[src/rtl/forward_scoreboard_pkg.sv]
// Shared definitions for the forwarding scoreboard.
//   REG_AW_DEF / CNT_W_DEF : default register-address and counter widths
//   fwd_sel_e              : EX operand select encoding (regfile, EX/MEM, MEM/WB)
package forward_scoreboard_pkg;

  localparam int REG_AW_DEF = 5;
  localparam int CNT_W_DEF  = 16;

  typedef enum logic [1:0] {
    FWD_REG   = 2'b00,
    FWD_MEMWB = 2'b01,
    FWD_EXMEM = 2'b10
  } fwd_sel_e;

endpackage

[src/rtl/forward_scoreboard_fwd_sel.sv]
// Priority compare of one source register against the two newest in-flight
// destination records.
//   src                  : source register read by the ID instruction
//   ex_rd / ex_reg_write : record currently in EX (becomes MEM next cycle)
//   mem_rd/mem_reg_write : record currently in MEM (becomes WB next cycle)
//   sel                  : FWD_EXMEM, FWD_MEMWB or FWD_REG; $0 never forwards
module forward_scoreboard_fwd_sel
  import forward_scoreboard_pkg::*;
#(
  parameter int REG_AW = REG_AW_DEF
) (
  input  logic [REG_AW-1:0] src,
  input  logic [REG_AW-1:0] ex_rd,
  input  logic              ex_reg_write,
  input  logic [REG_AW-1:0] mem_rd,
  input  logic              mem_reg_write,
  output fwd_sel_e          sel
);

  always_comb begin
    sel = FWD_REG;
    if (src != '0) begin
      if (ex_reg_write && (ex_rd == src)) begin
        sel = FWD_EXMEM;
      end else if (mem_reg_write && (mem_rd == src)) begin
        sel = FWD_MEMWB;
      end
    end
  end

endmodule

[src/rtl/forward_scoreboard.sv]
// Forwarding scoreboard: shadows EX/MEM/WB destination records, registers the
// EX operand forwarding selects and flags WB->ID bypass hits.
//   clk_i, rst_i            : clock, synchronous active-high reset
//   stall_i, flush_i        : either one inserts a bubble into EX
//   id_rs_i/id_rt_i/id_rd_i : ID-stage register fields
//   id_RegWrite_i/id_MemRead_i : ID-stage control
//   ForwardA_o/ForwardB_o   : registered EX operand selects
//   id_bypass_rs_o/_rt_o    : combinational WB-write hits on ID sources
//   fwd_err_o               : sticky, forward from an unresolved load needed
//   fwd_cnt_o               : saturating count of cycles with any forward
module forward_scoreboard
  import forward_scoreboard_pkg::*;
#(
  parameter int REG_AW = REG_AW_DEF,
  parameter int CNT_W  = CNT_W_DEF
) (
  input  logic              clk_i,
  input  logic              rst_i,
  input  logic              stall_i,
  input  logic              flush_i,
  input  logic [REG_AW-1:0] id_rs_i,
  input  logic [REG_AW-1:0] id_rt_i,
  input  logic [REG_AW-1:0] id_rd_i,
  input  logic              id_RegWrite_i,
  input  logic              id_MemRead_i,
  output logic [1:0]        ForwardA_o,
  output logic [1:0]        ForwardB_o,
  output logic              id_bypass_rs_o,
  output logic              id_bypass_rt_o,
  output logic              fwd_err_o,
  output logic [CNT_W-1:0]  fwd_cnt_o
);

  typedef struct packed {
    logic [REG_AW-1:0] rd;
    logic              reg_write;
    logic              mem_read;
    logic [REG_AW-1:0] rs;
    logic [REG_AW-1:0] rt;
  } rec_t;

  rec_t     id_rec;
  rec_t     ex_q;
  rec_t     mem_q;
  rec_t     wb_q;
  logic     bubble;
  fwd_sel_e sel_a;
  fwd_sel_e sel_b;

  always_comb begin
    id_rec = '{rd: id_rd_i, reg_write: id_RegWrite_i, mem_read: id_MemRead_i,
               rs: id_rs_i, rt: id_rt_i};
  end

  assign bubble = stall_i | flush_i;

  // Compare against the current EX/MEM records: they are exactly what sits in
  // MEM/WB when the ID instruction reaches EX next cycle.
  forward_scoreboard_fwd_sel #(.REG_AW(REG_AW)) u_sel_rs (
    .src           (id_rs_i),
    .ex_rd         (ex_q.rd),
    .ex_reg_write  (ex_q.reg_write),
    .mem_rd        (mem_q.rd),
    .mem_reg_write (mem_q.reg_write),
    .sel           (sel_a)
  );

  forward_scoreboard_fwd_sel #(.REG_AW(REG_AW)) u_sel_rt (
    .src           (id_rt_i),
    .ex_rd         (ex_q.rd),
    .ex_reg_write  (ex_q.reg_write),
    .mem_rd        (mem_q.rd),
    .mem_reg_write (mem_q.reg_write),
    .sel           (sel_b)
  );

  always_ff @(posedge clk_i) begin
    if (rst_i) begin
      ex_q       <= '0;
      mem_q      <= '0;
      wb_q       <= '0;
      ForwardA_o <= FWD_REG;
      ForwardB_o <= FWD_REG;
      fwd_err_o  <= 1'b0;
      fwd_cnt_o  <= '0;
    end else begin
      wb_q  <= mem_q;
      mem_q <= ex_q;
      ex_q  <= bubble ? rec_t'('0) : id_rec;

      if (bubble) begin
        ForwardA_o <= FWD_REG;
        ForwardB_o <= FWD_REG;
      end else begin
        ForwardA_o <= sel_a;
        ForwardB_o <= sel_b;
        // An EX/MEM forward from a load means the data is not yet available.
        if (ex_q.mem_read && ((sel_a == FWD_EXMEM) || (sel_b == FWD_EXMEM))) begin
          fwd_err_o <= 1'b1;
        end
      end

      if (((ForwardA_o != FWD_REG) || (ForwardB_o != FWD_REG)) && (fwd_cnt_o != '1)) begin
        fwd_cnt_o <= fwd_cnt_o + 1'b1;
      end
    end
  end

  assign id_bypass_rs_o = wb_q.reg_write && (wb_q.rd == id_rs_i) && (id_rs_i != '0);
  assign id_bypass_rt_o = wb_q.reg_write && (wb_q.rd == id_rt_i) && (id_rt_i != '0);

  // Source fields and downstream load flags ride along for debug visibility only.
  logic unused_rec_bits;
  assign unused_rec_bits = ^{ex_q.rs, ex_q.rt, mem_q.mem_read, mem_q.rs, mem_q.rt,
                             wb_q.mem_read, wb_q.rs, wb_q.rt};

endmodule

[config.mk]
export PLATFORM = sky130hd
export DESIGN_NAME = forward_scoreboard
export DESIGN_NICKNAME = d
export VERILOG_FILES = /design/src/rtl/forward_scoreboard_pkg.sv /design/src/rtl/forward_scoreboard_fwd_sel.sv /design/src/rtl/forward_scoreboard.sv
export SDC_FILE = /design/constraint.sdc
export NUM_CORES = 1
export LEC_CHECK = 0
export ABC_CLOCK_PERIOD_IN_PS = 2000
export BUFFER_PORTS_ARGS = -buffer_cell sky130_fd_sc_hd__buf_2
export CAP_MARGIN = 40
export CORE_ASPECT_RATIO = 1.25
export CORE_UTILIZATION = 52
export CTS_CLUSTER_SIZE = 25
export DETAILED_ROUTE_END_ITERATION = 10
export PLACE_DENSITY_LB_ADDON = 0.3
export SLEW_MARGIN = 20
export SYNTH_ARGS = -nofsm -noshare
export SYNTH_HDL_FRONTEND = slang
export SYNTH_SLANG_ARGS = --single-unit
[constraint.sdc]
create_clock -name clk_i -period 2 [get_ports clk_i]
set_clock_uncertainty 0.1 [all_clocks]
set_input_delay 0.1 -clock clk_i [delete_from_list [all_inputs] [get_ports clk_i]]
set_output_delay 0.1 -clock clk_i [all_outputs]
set_load 0.1 [all_outputs]
Word level (Yosys, flattened, before mapping)
Cells that the tools add are included.
- add/subtract/negate cells: 1
- equality and inequality tests: 9
- reduce and logical (&&, ||, !) cells: 18
- multiplexer cells: 6
- bitwise operators: 2
- operators by type and width (cell ; number):
    == test 5 bit ; 6
    adder 16 x 1 -> 16 bit (second input constant) ; 1
    != test 16 bit (second input constant) ; 1
    logical AND 1 bit ; 10
    nonzero test 5 bit ; 2
    2-to-1 mux 2 bit ; 4
    == test 2 bit (second input constant) ; 2
    nonzero test 2 bit ; 2
    logical OR 1 bit ; 2
    2-to-1 mux 1 bit ; 2
    AND reduction 2 bit ; 1
    OR reduction 2 bit ; 1
    inverter 1 bit ; 1
    bitwise OR 1 bit ; 1
- bits in registers: 40
- output and inout port bits: 23

Depth between registers and ports, before layout
- depth after elaboration: 9
- depth in mapped cells: 6

Modules after synthesis
From an unflattened synthesis, not the netlist that was laid out.
- cell total of the unflattened synthesis: 211
- area, all modules: 1904.3 sq um
- modules (own cells, without submodules) (module ; cells each ; instances ; area an instance (sq um)):
    forward_scoreboard ; 175 ; 1 ; 1639.1
    forward_scoreboard_fwd_sel ; 18 ; 2 ; 132.6

Least setup slack after synthesis
Ideal clock, no wire load.
- path kind: register to output
- start: register wb_q[14] (netlist bit)
- end: output id_bypass_rs_o
- path slack: -1579 ps
- cell stages (with the launch flop): 4
- required time: 1800 ps
- path buffers: 0
- arrival: 3379 ps
- cells stage by stage: dfxtp_1 xnor2_1 nand4_1 nor4_1
- cells in the longest elaborated chain, start to end: 3
- RTL lines (item ; RTL line ; RTL):
    start, declared ; forward_scoreboard.sv:45 ; rec_t wb_q;
    start signal, assigned ; forward_scoreboard.sv:87 ; wb_q <= mem_q;
    == test 5 bit ; forward_scoreboard.sv:109 ; assign id_bypass_rs_o = wb_q.reg_write && (wb_q.rd == id_rs_i) && (id_rs_i != '0);
    logical AND 1 bit (2 in a row) ; forward_scoreboard.sv:109 ;
    end, declared ; forward_scoreboard.sv:28 ; output logic id_bypass_rs_o,
Every way passes these cells.

Worst setup path after layout
- start: register ex_q[12] (netlist bit)
- end: register ForwardB_o[1]
- cells in the longest elaborated chain, start to end: 4
- RTL lines (item ; RTL line ; RTL):
    start, declared ; forward_scoreboard.sv:43 ; rec_t ex_q;
    start signal, assigned ; forward_scoreboard.sv:89 ; ex_q <= bubble ? rec_t'('0) : id_rec;
    == test 5 bit ; forward_scoreboard_fwd_sel.sv:23 ; if (ex_reg_write && (ex_rd == src)) begin
    logical AND 1 bit ; forward_scoreboard_fwd_sel.sv:23 ;
    2-to-1 mux 2 bit ; forward_scoreboard_fwd_sel.sv:23 ;
    2-to-1 mux 2 bit ; forward_scoreboard_fwd_sel.sv:22 ; if (src != '0) begin
    end signal, assigned ; forward_scoreboard.sv:96 ; ForwardB_o <= sel_b;
    end, declared ; forward_scoreboard.sv:27 ; output logic [1:0] ForwardB_o,
Every way passes these cells.
A chain may end at the register's enable or synchronous reset.

==> results.yml <==
run_status:
  status: "finished clean"
drt:
  drt_pass1_iterations: 4
  wl_um: 4027
  vias: 1562
  ant_nets: 0
  drt_iter0_markers: 11
  route.detailed.wl_per_inst_um: 13.70
  route.detailed.drc: 0
  vias_per_cell: 5.313
pwr:
  p_comb_share_pct: 7.3
  p_leak_nw: 0.9507
  ir_drop_mv: 0.5709
  powerDensity_nw_per_um2: 633.9
  switchingPower_mw: 0.3431
  switching_share_pct: 22.34
  power_mw: 1.536
  p_int_mw: 1.193
  seqPwrFrac_pct: 51.4
  p_clk_share_pct: 41.3
logic_synthesis:
  synth-async-reset-ratio_pct: 0
  synth.avg_cell_area_um2: 9.381
  ys_top_cells_by_count: "40 x dfxtp_1, 33 x xnor2_1, 20 x nor2_1"
  ys_top_cells_by_area: "dfxtp_1 44%, xnor2_1 16%, xor2_1 4.4%"
  synth_top_cell_area_share_pct: 44.23
  yosysMostFrequentCell: "dfxtp_1"
  netlist_area_um2: 1810
  yosysWarnings: 0
  synth.largest_area_cell: "dfxtp_1"
  syn_inst: 193
  yosysSeqAreaShare_pct: 44.23
  synthesis.nets: 215
  synth.distinct_cells: 29
  synth_edf_count: 0
  ys_ff_latch: 40
  synth_ff_type: "dfxtp_1"
placed_design:
  place_ws_ns: 0.2220
  io_buffers: 43
  dp_hpwl_um: 2884
  gp_congestion: 0.8958
clock_network:
  cts_buffer_depth: 2
  cts_tree: "built"
  clk_pin_slew_ns: 0.08
  htree_levels: 2
  clock_sinks: 40
  insertion_delay_ns: 0.29
  root_buffer: "clkbuf_8"
  cts_buffers: 5
cells_and_area:
  drive_gt1_share_pct: 33.07
  area_delta_synth_final_pct: 33.79
  layout.nets: 278
  antennaDiodeCount: 0
  fin_util_pct: 74.49
floorplan:
  fp.dieW_um: 54.78
  ios: 44
  num_rows: 23
  start_util_pct: 55.68
  core_um2: 3252
  die_area_um2: 3723
  die_y_um: 67.97
timing:
  period_minus_slack_ns: 1.895
  fin_ws_ns: 0.1048
  period_share_pct: 94.76
  max_freq_ghz: 0.5276
  setup_viol: 0
  grt_setup_unrepaired: "no"
  maxSlewHeadroom_pct: 60.50
  drv_slew: 0
  hold_violations: 0
  holdWs_ns: 0.07209
  tns_ns: 0
  tightest_slew_ns: 0.5925
grt:
  antenna_found_initial: 0
  grt_max_degree: 32
  grt_usage_pct: 24.20
  grt.overflow.total: 0
  grt_pass1_vias: 1497
  grt_pass1_wl_um: 6320
worst_setup_path:
  crit_path_end_kind: "flip-flop"
  crit_fanout: 3
  worstSetupStartpoint: "ex_q[12]"
  arrival_ns: 2.03
  crit_type: "reg -> reg"
  cp.required_ns: 2.13
  crit_path_start_kind: "flip-flop"
  worstReg2RegStart: "ex_q[12]"
min_path:
  worst_hold_startpoint: "id_rt_i[0]"
  hold_path.class: "in -> reg"
run:
  drv_cap: 0
## timing repair
action                                  in CTS  in global routing
gates resized for setup                      0                  3
hold buffers                                10                  0
buffers inserted                             0                  0
endpoints found under the hold margin        9                  0
endpoints found under the setup margin       0                  1
## power groups by stage
stage | clock [mW] | combinational (mW) | sequential (mW)
2_1_floorplan | 0 | 0.0533 | 0.808
3_3_place_gp | 0 | 0.0954 | 0.808
3_5_place_dp | 0 | 0.0961 | 0.809
4_1_cts | 0.642 | 0.110 | 0.790
5_1_grt | 0.675 | 0.120 | 0.791
6_report | 0.634 | 0.112 | 0.790
## critical path: stages (launching register included)
cell	delay (ns)
dfxtp_1	0.37
xnor2_1	0.14
nand4_1	0.14
or3_1	0.37
nor4_2	0.14
dlygate4sd3_1	0.57
## metal layers
layer	track usage, %	part of all wire [%]
met1	23.05	38
met2	46.54	57
met3	5.778	3.4
met4	10.58	1.6
met5	0	0
## path summary, 6_finish.rpt
| kind | to | slack (ns) | cells after the start |
|---|---|---|---|
| worst max-delay path | ForwardB_o[1] | 0.10 | 5 |
| worst min-delay path | ForwardB_o[0] | 0.07 | 4 |
| worst max register to register | ForwardB_o[1] | 0.10 | 5 |
| worst min register to register | fwd_err_o | 0.37 | 1 |
## sequential cells by signal, indices dropped and copies added, names as in the netlist
signal / count
ForwardA_o: 2
ForwardB_o: 2
ex_q: 7
fwd_cnt_o: 16
fwd_err_o: 1
mem_q: 6
wb_q: 6
## placed cells by master, fill, tap and decap left out, drive strengths merged, types with 2 or more instances in the layout
| cell | netlist | routed |
|---|---|---|
| a211oi | 2 | 2 |
| a21oi | 3 | 3 |
| and2 | 7 | 7 |
| buf | 0 | 49 |
| clkbuf | 3 | 7 |
| dfxtp | 40 | 40 |
| dlygate4sd3 | 0 | 10 |
| inv | 3 | 3 |
| nand2 | 9 | 9 |
| nand3 | 7 | 7 |
| nand4 | 9 | 9 |
| nor2 | 20 | 20 |
| nor2b | 12 | 12 |
| nor3 | 5 | 5 |
| nor3b | 4 | 4 |
| nor4 | 9 | 9 |
| nor4b | 3 | 3 |
| o21ai | 3 | 3 |
| or3 | 2 | 2 |
| or4 | 3 | 3 |
| xnor2 | 33 | 33 |
| xor2 | 9 | 9 |
## kinds of logic (layout without fill, tap and decap cells)
group / count (synthesis) / in the layout / share of synthesized area [%]
compound gates: 9 / 9 / 3.040
fa+ha+maj: 1 / 1 / 0.6910
mux: 1 / 1 / 0.5529
buf+inv: 6 / 70 / 1.244
xor+xnor: 42 / 42 / 20.32
simple gates: 94 / 94 / 29.92
flops: 40 / 40 / 44.23
## area by class of cell
class,instances,area (µm²)
repair buffers,59,360.3
multi-input cells,147,1030
inverters,3,11.26
well taps,37,46.29
clock inverters,1,3.754
fillers,253,829.5
clock buffers,7,107.6
flip-flops and latches,40,863.3
## stage by stage
step	cells	instance area, µm²
2_1_floorplan	193	1907
6_report	294	2422
5_1_grt	294	2422
3_3_place_gp	276	2202
3_5_place_dp	276	2202
4_1_cts	294	2414
Note: power is estimated with default switching activity, not from simulation.
